<file path="src/rtl/pipeline_hazard_ctrl.sv">
// pipeline_hazard_ctrl: hazard and sequencing controller for a 5-stage pipe,
//   built around the ID/EX register. Latency: all controls are combinational
//   (Mealy on state + inputs); the state, wait counter and Stall_Count are registered.
// Backpressure: a data-memory wait freezes everything (Pipe_Hold plus the PC/IF-ID
//   holds). A load-use (or RAW) stall holds PC/IF-ID and injects one ID/EX bubble.
//
// Ports:
//   CLK, CLR                  clock (rising edge); asynchronous active-high reset
//   ID_Rn/ID_Rm/ID_Rc         ID-stage source registers for ports A/B/C
//   ID_UseA/ID_UseB/ID_UseC   the matching source is actually read
//   EX_Rd/EX_rf/EX_Load       EX-stage destination, writes RF, is a load
//   MEM_Rd/MEM_rf             MEM-stage destination, writes RF
//   WB_Rd/WB_rf               WB-stage destination, writes RF
//   MEM_Enable/Mem_Ready      data-memory access in MEM; memory done this cycle
//   Branch_Taken              branch resolved taken in EX
//   PC_LE/IFID_LE             load enables (0 = hold)
//   IFID_CLR/IDEX_CLR         inject a bubble into IF/ID or ID/EX
//   Pipe_Hold                 freeze the EX/MEM and MEM/WB registers
//   Fwd_A/Fwd_B/Fwd_C         operand source: 00 RF, 01 EX, 10 MEM, 11 WB
//   Mem_Err                   one-cycle pulse when a memory wait times out
//   Stall_Count               saturating count of stalled or bubbled cycles
//
// Build option: define HAZARD_FORWARDING_EN to enable operand forwarding.
//   With the macro defined, only load-use hazards stall.
//   Without it, the Fwd outputs are tied to 00 and any RAW hazard against
//   EX, MEM or WB stalls until the producer has written the register file.

module pipeline_hazard_ctrl #(
  parameter int WAIT_MAX = 16,  // memory-wait cycles allowed before Mem_Err (1..255)
  parameter int CNT_W    = 16   // width of Stall_Count
) (
  input  logic             CLK,
  input  logic             CLR,
  input  logic [3:0]       ID_Rn,
  input  logic [3:0]       ID_Rm,
  input  logic [3:0]       ID_Rc,
  input  logic             ID_UseA,
  input  logic             ID_UseB,
  input  logic             ID_UseC,
  input  logic [3:0]       EX_Rd,
  input  logic             EX_rf,
  input  logic             EX_Load,
  input  logic [3:0]       MEM_Rd,
  input  logic             MEM_rf,
  input  logic [3:0]       WB_Rd,
  input  logic             WB_rf,
  input  logic             MEM_Enable,
  input  logic             Mem_Ready,
  input  logic             Branch_Taken,
  output logic             PC_LE,
  output logic             IFID_LE,
  output logic             IFID_CLR,
  output logic             IDEX_CLR,
  output logic             Pipe_Hold,
  output logic [1:0]       Fwd_A,
  output logic [1:0]       Fwd_B,
  output logic [1:0]       Fwd_C,
  output logic             Mem_Err,
  output logic [CNT_W-1:0] Stall_Count
);

  // FSM encoding
  localparam logic [1:0] S_RUN      = 2'd0;
  localparam logic [1:0] S_MEM_WAIT = 2'd1;
  localparam logic [1:0] S_BR_FLUSH = 2'd2;

  localparam logic [8:0]       WAIT_LIM = 9'(WAIT_MAX);
  localparam logic [CNT_W-1:0] CNT_MAX  = {CNT_W{1'b1}};
  localparam logic [CNT_W-1:0] CNT_ONE  = {{(CNT_W-1){1'b0}}, 1'b1};

  logic [1:0] state;
  logic [1:0] state_nxt;
  logic [7:0] wait_cnt;
  logic [7:0] wait_cnt_nxt;
  logic [8:0] wait_inc;

  // Source/destination matches, per port and per producing stage.
  logic a_ex, a_mem, a_wb;
  logic b_ex, b_mem, b_wb;
  logic c_ex, c_mem, c_wb;

  logic mem_stall;
  logic load_use;
  logic raw_stall;
  logic stall_cyc;

  assign a_ex  = ID_UseA & EX_rf  & (ID_Rn == EX_Rd);
  assign a_mem = ID_UseA & MEM_rf & (ID_Rn == MEM_Rd);
  assign a_wb  = ID_UseA & WB_rf  & (ID_Rn == WB_Rd);
  assign b_ex  = ID_UseB & EX_rf  & (ID_Rm == EX_Rd);
  assign b_mem = ID_UseB & MEM_rf & (ID_Rm == MEM_Rd);
  assign b_wb  = ID_UseB & WB_rf  & (ID_Rm == WB_Rd);
  assign c_ex  = ID_UseC & EX_rf  & (ID_Rc == EX_Rd);
  assign c_mem = ID_UseC & MEM_rf & (ID_Rc == MEM_Rd);
  assign c_wb  = ID_UseC & WB_rf  & (ID_Rc == WB_Rd);

  assign mem_stall = MEM_Enable & ~Mem_Ready;
  assign load_use  = EX_Load & (a_ex | b_ex | c_ex);

`ifdef HAZARD_FORWARDING_EN
  // Youngest producer wins. A load in EX has no data yet, so an EX hit on a
  // load is never forwarded; the load-use stall covers that case.
  function automatic logic [1:0] fwd_sel(input logic ex_hit,
                                         input logic mem_hit,
                                         input logic wb_hit);
    logic [1:0] sel;
    sel = 2'b00;
    if (ex_hit)       sel = 2'b01;
    else if (mem_hit) sel = 2'b10;
    else if (wb_hit)  sel = 2'b11;
    return sel;
  endfunction

  assign raw_stall = load_use;
  assign Fwd_A     = fwd_sel(a_ex & ~EX_Load, a_mem, a_wb);
  assign Fwd_B     = fwd_sel(b_ex & ~EX_Load, b_mem, b_wb);
  assign Fwd_C     = fwd_sel(c_ex & ~EX_Load, c_mem, c_wb);
`else
  // No bypass network: any pending write to a source must reach the RF first.
  // WB is included because the RF is written at the same clock edge.
  assign raw_stall = load_use
                   | a_ex | a_mem | a_wb
                   | b_ex | b_mem | b_wb
                   | c_ex | c_mem | c_wb;
  assign Fwd_A     = 2'b00;
  assign Fwd_B     = 2'b00;
  assign Fwd_C     = 2'b00;
`endif

  // The held cycle that enters MEM_WAIT counts as wait cycle 1, so the
  // timeout check looks at the post-increment value.
  assign wait_inc = {1'b0, wait_cnt} + 9'd1;

  always_comb begin
    PC_LE        = 1'b1;
    IFID_LE      = 1'b1;
    IFID_CLR     = 1'b0;
    IDEX_CLR     = 1'b0;
    Pipe_Hold    = 1'b0;
    Mem_Err      = 1'b0;
    state_nxt    = state;
    wait_cnt_nxt = wait_cnt;

    case (state)
      S_RUN: begin
        if (mem_stall) begin
          Pipe_Hold    = 1'b1;
          PC_LE        = 1'b0;
          IFID_LE      = 1'b0;
          state_nxt    = S_MEM_WAIT;
          wait_cnt_nxt = 8'd1;
        end else if (Branch_Taken) begin
          // Flush both wrong-path instructions; PC keeps loading the target.
          IFID_CLR  = 1'b1;
          IDEX_CLR  = 1'b1;
          state_nxt = S_BR_FLUSH;
        end else if (raw_stall) begin
          PC_LE    = 1'b0;
          IFID_LE  = 1'b0;
          IDEX_CLR = 1'b1;
        end
      end

      S_MEM_WAIT: begin
        // Everything stays frozen, including the cycle the memory completes.
        Pipe_Hold = 1'b1;
        PC_LE     = 1'b0;
        IFID_LE   = 1'b0;
        if (Mem_Ready) begin
          state_nxt    = S_RUN;
          wait_cnt_nxt = 8'd0;
        end else if (wait_inc >= WAIT_LIM) begin
          Mem_Err      = 1'b1;
          state_nxt    = S_RUN;
          wait_cnt_nxt = 8'd0;
        end else begin
          wait_cnt_nxt = wait_inc[7:0];
        end
      end

      S_BR_FLUSH: begin
        // ID holds the bubble from the flush, so its hazards are meaningless.
        if (mem_stall) begin
          Pipe_Hold    = 1'b1;
          PC_LE        = 1'b0;
          IFID_LE      = 1'b0;
          state_nxt    = S_MEM_WAIT;
          wait_cnt_nxt = 8'd1;
        end else begin
          state_nxt = S_RUN;
        end
      end

      default: begin
        state_nxt    = S_RUN;
        wait_cnt_nxt = 8'd0;
      end
    endcase
  end

  assign stall_cyc = ~PC_LE | IDEX_CLR;

  always_ff @(posedge CLK or posedge CLR) begin
    if (CLR) begin
      state    <= S_RUN;
      wait_cnt <= 8'd0;
    end else begin
      state    <= state_nxt;
      wait_cnt <= wait_cnt_nxt;
    end
  end

  always_ff @(posedge CLK or posedge CLR) begin
    if (CLR) begin
      Stall_Count <= {CNT_W{1'b0}};
    end else if (stall_cyc && (Stall_Count != CNT_MAX)) begin
      Stall_Count <= Stall_Count + CNT_ONE;
    end
  end

endmodule

</file>
<file path="config.mk">
export PLATFORM = sky130hd
export DESIGN_NAME = pipeline_hazard_ctrl
export DESIGN_NICKNAME = d
export VERILOG_FILES = /design/src/rtl/pipeline_hazard_ctrl.sv
export SDC_FILE = /design/constraint.sdc
export NUM_CORES = 1
export LEC_CHECK = 0
export BUFFER_PORTS_ARGS = -buffer_cell sky130_fd_sc_hd__buf_2
export CORE_ASPECT_RATIO = 1.25
export CORE_UTILIZATION = 30
export CTS_BUF_LIST = sky130_fd_sc_hd__clkbuf_2
export CTS_CLUSTER_SIZE = 20
export DETAILED_ROUTE_END_ITERATION = 10
export GPL_TIMING_DRIVEN = 0
export SLEW_MARGIN = 20
export SYNTH_ARGS = -nofsm -noshare
export SYNTH_HDL_FRONTEND = slang
export SYNTH_SLANG_ARGS = --single-unit
</file>
<file path="constraint.sdc">
create_clock -name CLK -period 1.9 [get_ports CLK]
set_input_delay 0.19 -clock CLK [delete_from_list [all_inputs] [get_ports CLK]]
set_output_delay 0.19 -clock CLK [all_outputs]
set_load 0.01 [all_outputs]
</file>
==> flow_summary.ini <==
[run_status]
status = finished, final reports clean

[synth]
yosysMostFrequentCell = xor2_1
synth_area_leaders = dfrtp_1 35%, xor2_1 14%, xnor2_1 4.7%, nand4_1 3.0%, nor3_1 3.0%
synth_cell_type_count = 44
synth_async_sr_flop_share_pct = 100
synth_commonest_cells = 30 x xor2_1, 26 x dfrtp_1, 13 x nand2_1, 12 x inv_1, 12 x nor2_1
syn_area_per_cell_um2 = 9.15
ys_seq_area_share_pct = 35.0
yosys_warnings = 0
synth_top_area_cell = dfrtp_1
syn_area_um2 = 1860
synth_edf_count = 0
synth_top_area_share_pct = 35.0
synth_cells = 203
synthFlopType = dfrtp_1
synth-seq-cells = 26

[placed_design]
hpwl_um = 3430
place_congestion = 0.821
portBuffers = 56
pre_cts_slack_ns = -0.306

[worst_hold_path]
min_to = state[0]$_DFFE_PP0P_
hp-start = MEM_Enable
hold_class = input port to register
holdPathStages = 3

[route]
vias = 1766
wl_um = 4600
dr.pass1.iters = 4
drt-wirelength-per-cell_um = 12.5
vias_per_cell = 4.79
ant_nets = 0
drt_iter0_drc = 85
drcViolationCount = 0

[critical_path]
startpoint_type = register
ff2ff_setup_slack_ns = 0.08
critPathKind = register to primary output
rr_worst_depth = 7
cp_max_fo = 2
regToRegEndpoint = Stall_Count[14]$_DFFE_PP0P_
required_ns = 1.71
critPathArrivalTime_ns = 1.66
end_kind = primary output
regToRegStartpoint = state[0]$_DFFE_PP0P_

[clocking]
clock_latency_ns = 0.34
cts_max_path_buffers = 2
root_buffer = clkbuf_2
htree_levels = 1
cts_tree = yes
cts_made_buffers = 3
clock_sinks = 26
clk_pin_slew_ns = 0.23

[sta]
tns_ns = 0
rsz0062_at_grt = yes
relSlewSlack_pct = 37.5
tightest_slew_ns = 0.931
timing.final.crit_period_ns = 1.85
setup_slack_ns = 0.0547
fin_crit_sh_pct = 97.1
max_freq_mhz = 542
hold_viol_final = 0
clock_skew_ns = 0.00439
finalMaxSlewViolations = 0
setup-violations-final = 0

[floorplanning]
fp-row-count = 31
pin_count = 64
die_h_um = 90.0
die_x_um = 72.4
initial_core_util_pct = 31.5
dieArea_um2 = 6510
core_um2 = 5900

[layout]
drive_gt1_share_pct = 38.3
multiInputGateArea_um2 = 1210
seq_area_um2 = 652
antennaDiodeCount = 0
nFillCells = 634
syn_to_final_growth_pct = 36.6
fin_nets = 328

[global_route]
antenna_found_initial = 0
grt_pass1_wl_um = 7690
grt_pass1_vias = 1678
grt_use_total_pct = 14.6
grt_max_degree = 27
overflow = 0

[job]
max_cap_violations = 0

[power_and_ir_drop]
power.total_mw = 1.65
leakagePower_nw = 1.24
power_density_nw_per_um2 = 649
peakVddDrop_v = 0.000243
report_power, final:
group	internal, mW	switching (mW)	total [mW]
clock	0.0429	0.160	0.202
combinational	0.356	0.356	0.712
sequential	0.643	0.0898	0.733
total	1.04	0.605	1.65
worst max-delay path, cell delays in order, from the launching register on:
cell,delay (ns)
dfrtp_1,0.47
buf_4,0.16
a21boi_2,0.13
a41oi_2,0.15
nor4_4,0.19
nor3_1,0.07
buf_2,0.14
sequential cells by signal (all words and copies together), names as in the netlist:
name / cells
Stall_Count: 16
wait_cnt: 8
state: 2
stage by stage:
step	hold WS [ns]	cells	area (um^2)	utilization [%]
floorplan	0.230	208	1880	-
finish	0.0725	369	2540	43.1
detailed placement	0.410	346	2260	38.3
global route	0.0645	369	2540	43.1
global placement	0.408	346	2260	38.3
CTS	0.00645	359	2380	40.3
worst max path at each step:
stage / startpoint / endpoint / slack (ns) / depth (start not counted)
after floorplan: wait_cnt[0]$_DFFE_PP0P_ / wait_cnt[3]$_DFFE_PP0P_ / 0.07 / 6
final: wait_cnt[0]$_DFFE_PP0P_ / Mem_Err / 0.05 / 6
after CTS: wait_cnt[0]$_DFFE_PP0P_ / Mem_Err / -0.02 / 6
after global placement: wait_cnt[0]$_DFFE_PP0P_ / wait_cnt[2]$_DFFE_PP0P_ / -0.30 / 8
after global routing: wait_cnt[0]$_DFFE_PP0P_ / Mem_Err / -0.04 / 6
after detailed placement: wait_cnt[0]$_DFFE_PP0P_ / wait_cnt[2]$_DFFE_PP0P_ / -0.31 / 8
routing by layer:
| metal | part of all wire (%) | global-route usage, % | vias up |
|---|---|---|---|
| li1 | - | - | 870 |
| met1 | 43 | 18.1 | 815 |
| met2 | 49 | 24.2 | 67 |
| met3 | 4.5 | 1.57 | 14 |
| met4 | 3.6 | 7.84 | 0 |
| met5 | 0 | 0 | - |
cells in the final DEF (no fill, tap or decap), types with 4 or more instances in the layout:
| cell | n |
|---|---|
| and2_1 | 7 |
| conb_1 | 6 |
| dfrtp_1 | 25 |
| xor2_1 | 30 |
| nand4_1 | 9 |
| buf_2 | 55 |
| nand3_1 | 6 |
| buf_4 | 23 |
| nor2_1 | 11 |
| nand2_1 | 11 |
| nor3_1 | 10 |
| buf_6 | 4 |
| xnor2_1 | 10 |
| a21oi_1 | 4 |
| inv_1 | 9 |
cells by family after synthesis:
group	synth area share [%]
other	0.202
AOI/OAI and AO/OA	8.49
xor gates and xnor gates	18.9
muxes	1.75
DFF	35.0
adders and majority gates	2.02
and+or+nand+nor	27.8
buffers and inverters	5.86
cell type report:
cell class / instances / share of cell area (%)
flip-flops and latches: 26 / 25.7
clock buffers: 3 / 0.591
well taps: 82 / 4.04
multi-input cells: 162 / 47.7
repair buffers: 77 / 18.0
plain buffers: 7 / 2.22
inverters: 12 / 1.77
timing repair:
action,4_1_cts,5_1_grt
setup buffers,10,8
resized for setup,7,20
pin swaps,5,10
cloned,0,1
setup endpoints to repair,15,19
endpoints found under the hold margin,0,27
hold buffers,0,2
No activity file was read; power rests on OpenSTA's default activity.
